**config.mk**
```make
export PLATFORM = sky130hd
export DESIGN_NAME = instr_fetch_flat
export DESIGN_NICKNAME = d
export VERILOG_FILES = /design/src/rtl/instr_fetch_if.sv /design/src/rtl/instr_fetch.sv /design/src/flat_wrapper.sv
export SDC_FILE = /design/constraint.sdc
export NUM_CORES = 1
export LEC_CHECK = 0
export CORE_ASPECT_RATIO = 0.5
export CORE_MARGIN = 2
export CORE_UTILIZATION = 24
export DETAILED_ROUTE_END_ITERATION = 8
export DONT_BUFFER_PORTS = 1
export PLACE_DENSITY = 0.48
export REMOVE_ABC_BUFFERS = 1
export SETUP_SLACK_MARGIN = 0.4
export SYNTH_ARGS = -nofsm -noshare
export SYNTH_HDL_FRONTEND = slang
export SYNTH_SLANG_ARGS = --single-unit
```
**constraint.sdc**
```tcl
create_clock -name clk -period 4.8 [get_ports clk]
set_clock_uncertainty 0.1 [all_clocks]
set_input_delay 1.44 -clock clk [delete_from_list [all_inputs] [get_ports clk]]
set_output_delay 1.44 -clock clk [all_outputs]
set_load 0.05 [all_outputs]
```
**src/rtl/instr_fetch_if.sv**
```systemverilog
// rtl/instr_fetch_if.sv - instruction-memory, decode and pc write-port bundle for instr_fetch
interface instr_fetch_if #(
    parameter int DATA_W    = 16,
    parameter int RF_ADDR_W = 4
);
    logic                 imem_req;
    logic [DATA_W-1:0]    imem_addr;
    logic                 imem_ack;
    logic [DATA_W-1:0]    imem_rdata;
    logic [DATA_W-1:0]    ir;
    logic                 ir_valid;
    logic                 ir_ready;
    logic [DATA_W-1:0]    pc;
    logic                 wb_busy;
    logic                 pc_wr;
    logic [RF_ADDR_W-1:0] pc_waddr;
    logic [DATA_W-1:0]    pc_wdata;

    modport master (
        output imem_req, imem_addr, ir, ir_valid, pc_wr, pc_waddr, pc_wdata,
        input  imem_ack, imem_rdata, ir_ready, pc, wb_busy
    );

    modport slave (
        input  imem_req, imem_addr, ir, ir_valid, pc_wr, pc_waddr, pc_wdata,
        output imem_ack, imem_rdata, ir_ready, pc, wb_busy
    );
endinterface

```
**src/rtl/instr_fetch.sv**
```systemverilog
// rtl/instr_fetch.sv - fetch stage: pc read, imem req/ack, ir to decode, pc+PC_INC writeback
// Optional ack timeout with sticky fetch_err when INSTR_FETCH_TIMEOUT_EN is defined.
module instr_fetch #(
    parameter int DATA_W    = 16,
    parameter int RF_ADDR_W = 4,
    parameter int PC_ADDR   = 15,
    parameter int PC_INC    = 1
`ifdef INSTR_FETCH_TIMEOUT_EN
    ,
    parameter int TIMEOUT   = 255
`endif
) (
    input  logic          clk,
    input  logic          rst,
    input  logic          en,
    input  logic          flush,
    instr_fetch_if.master bus,
    output logic          busy,
    output logic          fetch_err
);
    localparam logic [1:0] IDLE   = 2'd0;
    localparam logic [1:0] FETCH  = 2'd1;
    localparam logic [1:0] PC_UPD = 2'd2;
    localparam logic [1:0] HOLD   = 2'd3;

    logic [1:0]        state;
    logic [1:0]        state_nxt;
    logic              flush_pend;
    logic              start_fetch;
    logic [DATA_W-1:0] fetch_addr;
    logic              ack;
    logic              drop;
    logic              timed_out;
    logic              fetch_ok;

    assign ack          = bus.imem_ack && bus.imem_req;
    assign drop         = flush || flush_pend;
    assign bus.pc_waddr = RF_ADDR_W'(PC_ADDR);

`ifdef INSTR_FETCH_TIMEOUT_EN
    localparam int CNT_W = $clog2(TIMEOUT + 1);
    logic [CNT_W-1:0] tmo_cnt;

    assign timed_out = (state == FETCH) && !ack && (tmo_cnt == CNT_W'(TIMEOUT - 1));
    assign fetch_ok  = !fetch_err;

    always_ff @(posedge clk) begin
        if (!rst) begin
            tmo_cnt   <= '0;
            fetch_err <= 1'b0;
        end else begin
            if (start_fetch)
                tmo_cnt <= '0;
            else if (state == FETCH && !ack)
                tmo_cnt <= tmo_cnt + 1'b1;
            if (timed_out)
                fetch_err <= 1'b1;
        end
    end
`else
    assign timed_out = 1'b0;
    assign fetch_ok  = 1'b1;
    assign fetch_err = 1'b0;
`endif

    always_comb begin
        state_nxt   = state;
        start_fetch = 1'b0;
        fetch_addr  = bus.pc;
        case (state)
            IDLE: begin
                if (en && fetch_ok) begin
                    state_nxt   = FETCH;
                    start_fetch = 1'b1;
                end
            end
            FETCH: begin
                if (timed_out) begin
                    state_nxt = IDLE;
                end else if (ack) begin
                    if (!drop)
                        state_nxt = PC_UPD;
                    else if (en) begin
                        state_nxt   = FETCH;
                        start_fetch = 1'b1;
                    end else
                        state_nxt = IDLE;
                end
            end
            PC_UPD: begin
                if (flush) begin
                    state_nxt   = en ? FETCH : IDLE;
                    start_fetch = en;
                end else if (!bus.wb_busy) begin
                    state_nxt = HOLD;
                end
            end
            HOLD: begin
                if (flush || bus.ir_ready) begin
                    state_nxt   = en ? FETCH : IDLE;
                    start_fetch = en;
                    // The register file commits pc_wdata on this same edge, so forward it.
                    if (bus.pc_wr && !flush)
                        fetch_addr = bus.pc_wdata;
                end
            end
            default: state_nxt = IDLE;
        endcase
    end

    always_ff @(posedge clk) begin
        if (!rst) begin
            state         <= IDLE;
            busy          <= 1'b0;
            flush_pend    <= 1'b0;
            bus.imem_req  <= 1'b0;
            bus.imem_addr <= '0;
            bus.ir        <= '0;
            bus.ir_valid  <= 1'b0;
            bus.pc_wr     <= 1'b0;
            bus.pc_wdata  <= '0;
        end else begin
            state        <= state_nxt;
            busy         <= (state_nxt != IDLE);
            bus.ir_valid <= (state_nxt == HOLD);

            if (start_fetch) begin
                bus.imem_req  <= 1'b1;
                bus.imem_addr <= fetch_addr;
            end else if (state == FETCH && (ack || timed_out)) begin
                bus.imem_req <= 1'b0;
            end

            if (state == FETCH && !(ack || timed_out))
                flush_pend <= flush_pend || flush;
            else
                flush_pend <= 1'b0;

            if (state == FETCH && ack && !drop)
                bus.ir <= bus.imem_rdata;

            bus.pc_wr <= (state == PC_UPD) && !flush && !bus.wb_busy;
            if (state == PC_UPD && !flush && !bus.wb_busy)
                bus.pc_wdata <= bus.pc + DATA_W'(PC_INC);
        end
    end
endmodule

```
**src/flat_wrapper.sv**
```systemverilog
// flat-port wrapper written by rule: the top's interface ports become plain ports
module instr_fetch_flat 
#(
    parameter int DATA_W    = 16,
    parameter int RF_ADDR_W = 4,
    parameter int PC_ADDR   = 15,
    parameter int PC_INC    = 1

)
  (clk, rst, en, flush, busy, fetch_err, bus_imem_req, bus_imem_addr, bus_ir, bus_ir_valid, bus_pc_wr, bus_pc_waddr, bus_pc_wdata, bus_imem_ack, bus_imem_rdata, bus_ir_ready, bus_pc, bus_wb_busy);
  instr_fetch_if #(.DATA_W(DATA_W), .RF_ADDR_W(RF_ADDR_W)) bus_i ();
  input  logic clk;
  input  logic rst;
  input  logic en;
  input  logic flush;
  output logic busy;
  output logic fetch_err;
  output wire logic [$bits(bus_i.imem_req)-1:0] bus_imem_req;
  output wire logic [$bits(bus_i.imem_addr)-1:0] bus_imem_addr;
  output wire logic [$bits(bus_i.ir)-1:0] bus_ir;
  output wire logic [$bits(bus_i.ir_valid)-1:0] bus_ir_valid;
  output wire logic [$bits(bus_i.pc_wr)-1:0] bus_pc_wr;
  output wire logic [$bits(bus_i.pc_waddr)-1:0] bus_pc_waddr;
  output wire logic [$bits(bus_i.pc_wdata)-1:0] bus_pc_wdata;
  input wire logic [$bits(bus_i.imem_ack)-1:0] bus_imem_ack;
  input wire logic [$bits(bus_i.imem_rdata)-1:0] bus_imem_rdata;
  input wire logic [$bits(bus_i.ir_ready)-1:0] bus_ir_ready;
  input wire logic [$bits(bus_i.pc)-1:0] bus_pc;
  input wire logic [$bits(bus_i.wb_busy)-1:0] bus_wb_busy;
  assign bus_imem_req = bus_i.imem_req;
  assign bus_imem_addr = bus_i.imem_addr;
  assign bus_ir = bus_i.ir;
  assign bus_ir_valid = bus_i.ir_valid;
  assign bus_pc_wr = bus_i.pc_wr;
  assign bus_pc_waddr = bus_i.pc_waddr;
  assign bus_pc_wdata = bus_i.pc_wdata;
  assign bus_i.imem_ack = bus_imem_ack;
  assign bus_i.imem_rdata = bus_imem_rdata;
  assign bus_i.ir_ready = bus_ir_ready;
  assign bus_i.pc = bus_pc;
  assign bus_i.wb_busy = bus_wb_busy;
  instr_fetch #(.DATA_W(DATA_W), .RF_ADDR_W(RF_ADDR_W), .PC_ADDR(PC_ADDR), .PC_INC(PC_INC)) u_core (.clk(clk), .rst(rst), .en(en), .flush(flush), .bus(bus_i), .busy(busy), .fetch_err(fetch_err));
endmodule
```
==> results.cfg <==
[routing]
drtPass1Iterations = 4
wirelength_um = 6990
wl_per_cell_um = 16.2
post-route-drc-count = 0
ant_nets = 0
via_per_inst = 4.71
dr_total_vias = 2035
drt_iter0_drc = 130

[global_route]
grt_antenna_before_repair = 0
grt_pass1_vias = 1934
grt_max_degree = 34
grt_usage = 0.123
grt-ovfl-total = 0
grt_pass1_wl_um = 11200

[place]
gp_congestion = 0.727
hpwl_um = 4790
port_buffers = 0

[pwr]
ir_worst_vdd_mv = 0.132
p_leak_nw = 0.910
power-per-cell-area_nw_per_um2 = 360
finalPower_w = 0.000986

[sta]
max_freq_mhz = 321
slew-limit-headroom = 0.357
setup_violations = 0
post-route-period-util = 0.649
maxSlewViolCount = 0
min_period_ns = 3.12
tightest_slew_ns = 0.957
tns_ns = 0
hold_viol_final = 0
rsz0062_at_grt = false

[yosys]
synth_largest_area_cell = dfxtp_1
ys_seq_area_frac = 0.435
async_flop_share = 0
synth_mux_area_frac = 0.00395
netlist_instances = 304
synth_top_area_frac = 0.435
synth-edff-count = 0
yosys.area_share.simple = 0.262
synth_fa_ha_area_frac = 0.00494
synth_top_family_by_area = simple AND/OR/NAND/NOR gates
ys_types = 46
avgSynthCellArea_um2 = 8.33
synth_warnings = 0
synthTopCellsByArea = dfxtp_1, nand2_1, a311oi_1
synth_ff_type = dfxtp_1
synth_compound_area_frac = 0.175
synthXorXnorAreaFrac = 0.0449
synth_area_um2 = 2530
synth_seq_cells = 55

[die]
die_area_um2 = 11400
initial_core_util = 0.247
io_pins = 96
num_rows = 26
die_x_um = 149
dieHeight_um = 76.7
coreArea_um2 = 10200

[layout]
drive_above_1_share = 0.0548
final_common_cell = nand2_1
nets = 332
syn_to_final_growth_pct = 8.25
diodes = 0
final_cell_mix = nand2_1, dfxtp_1, a21oi_1, nor3_1, a311oi_1

[cts]
clkTransAtPathRegs_ns = 0.07
clockRootBuffer = clkbuf_16
cts_buffers = 5
insertion_delay_ns = 0.30
cts_hold_buffers = 0
cts_max_level = 2
cts.sinks = 55
tritoncts = yes
postCtsResizedCells = 0
cts_setup_buffers = 0
cts_buffer_depth = 2

[setup_path]
slowest_stage = a211oi_4
crit_chain = and2b_1, a211oi_4, or2_1, a311oi_1
critPathRequiredTime_ns = 4.84
r2r_end = u_core.bus.ir_valid
rrSetupSlack_ns = 2.28
r2r_cells = 4
startpoint_type = primary input
crit_start = flush
critical_path_class = primary input to register
worst-path-max-fanout = 17
arrival_ns = 3.15
r2r_start = u_core.bus.imem_req
slowest_delay_ns = 0.68
worst_setup_path_end_kind = register

[hold_path]
hold_depth = 2
holdPathEnd = u_core.bus.ir_valid
min_from = u_core.state[1]
hold_class = register to register

[job]
maxCapViolCount = 0

[run_status]
outcome = complete, no violations
-- final cells by class --
type,instances,area [um^2]
Tap cell,140,175
Sequential cell,55,1100
Multi-Input combinational cell,221,1280
Clock buffer,5,125
Timing Repair Buffer,3,22.5
Clock inverter,2,17.5
Fill cell,1141,7500
Inverter,6,22.5
-- Yosys cell counts, types with 3 or more instances --
master,count
nand2_1,73
dfxtp_1,55
a21oi_1,26
nor3_1,22
a311oi_1,16
o21ai_0,12
xnor2_1,11
clkbuf_1,9
nor2_1,9
buf_4,6
inv_1,6
a211oi_1,5
buf_2,5
nand2b_1,4
nand3_1,4
buf_6,3
nor4_1,3
-- cell families after synthesis --
logic type / count (synthesis)
other: 2
adders and majority gates: 1
and+or+nand+nor: 134
AOI/OAI and AO/OA: 67
xor gates and xnor gates: 13
DFF: 55
muxes: 1
buffers and inverters: 31
-- state kept, by name, indices dropped and copies added (netlist names) --
name,flops
u_core.bus.imem_addr,16
u_core.flush_pend,1
u_core.bus.ir,16
u_core.busy,1
u_core.bus.imem_req,1
u_core.bus.pc_wr,1
u_core.state,2
u_core.bus.pc_wdata,16
u_core.bus.ir_valid,1
-- critical path: cells and delay by family --
| family | cells | cell delay [ns] |
|---|---|---|
| AO/OA/AOI/OAI | 2 | 0.87 |
| AND/OR/NAND/NOR | 2 | 0.84 |
-- metal layers --
| layer | routed length [um] | track usage |
|---|---|---|
| met1 | 3100 | 0.148 |
| met2 | 3420 | 0.216 |
| met3 | 430 | 0.0387 |
| met4 | 45 | 0.0257 |
| met5 | 0 | 0 |
-- worst max path at each step --
stage | end | slack [ns] | depth (start not counted)
floorplan | u_core.bus.pc_wdata[1] | 1.54 | 4
global placement | u_core.bus.imem_addr[14] | 1.38 | 4
detailed placement | u_core.bus.imem_addr[4] | 1.36 | 4
CTS | u_core.bus.imem_addr[4] | 1.66 | 4
global route | u_core.bus.imem_addr[4] | 1.49 | 4
finish | u_core.bus.imem_addr[8] | 1.68 | 4
-- report_power, final --
group          internal (W)  switching (W)  total (W)  leakage [nW]
sequential         0.000473      0.0000709   0.000544         0.448
clock              0.000194       0.000172   0.000365        0.0703
combinational     0.0000289      0.0000477  0.0000767         0.392
total              0.000696       0.000290   0.000986         0.910
-- stage by stage --
stage	std cells	hold WS [ns]	utilization	worst slack (ns)	cell area, um^2
after floorplan	282	0.424	-	1.54	2390
after global placement	425	0.512	0.254	1.38	2600
after detailed placement	425	0.511	0.254	1.36	2600
after CTS	432	0.523	0.268	1.66	2740
after global routing	432	0.587	0.268	1.49	2740
final	432	0.525	0.268	1.68	2740
Power figures use the tool's default switching activity.
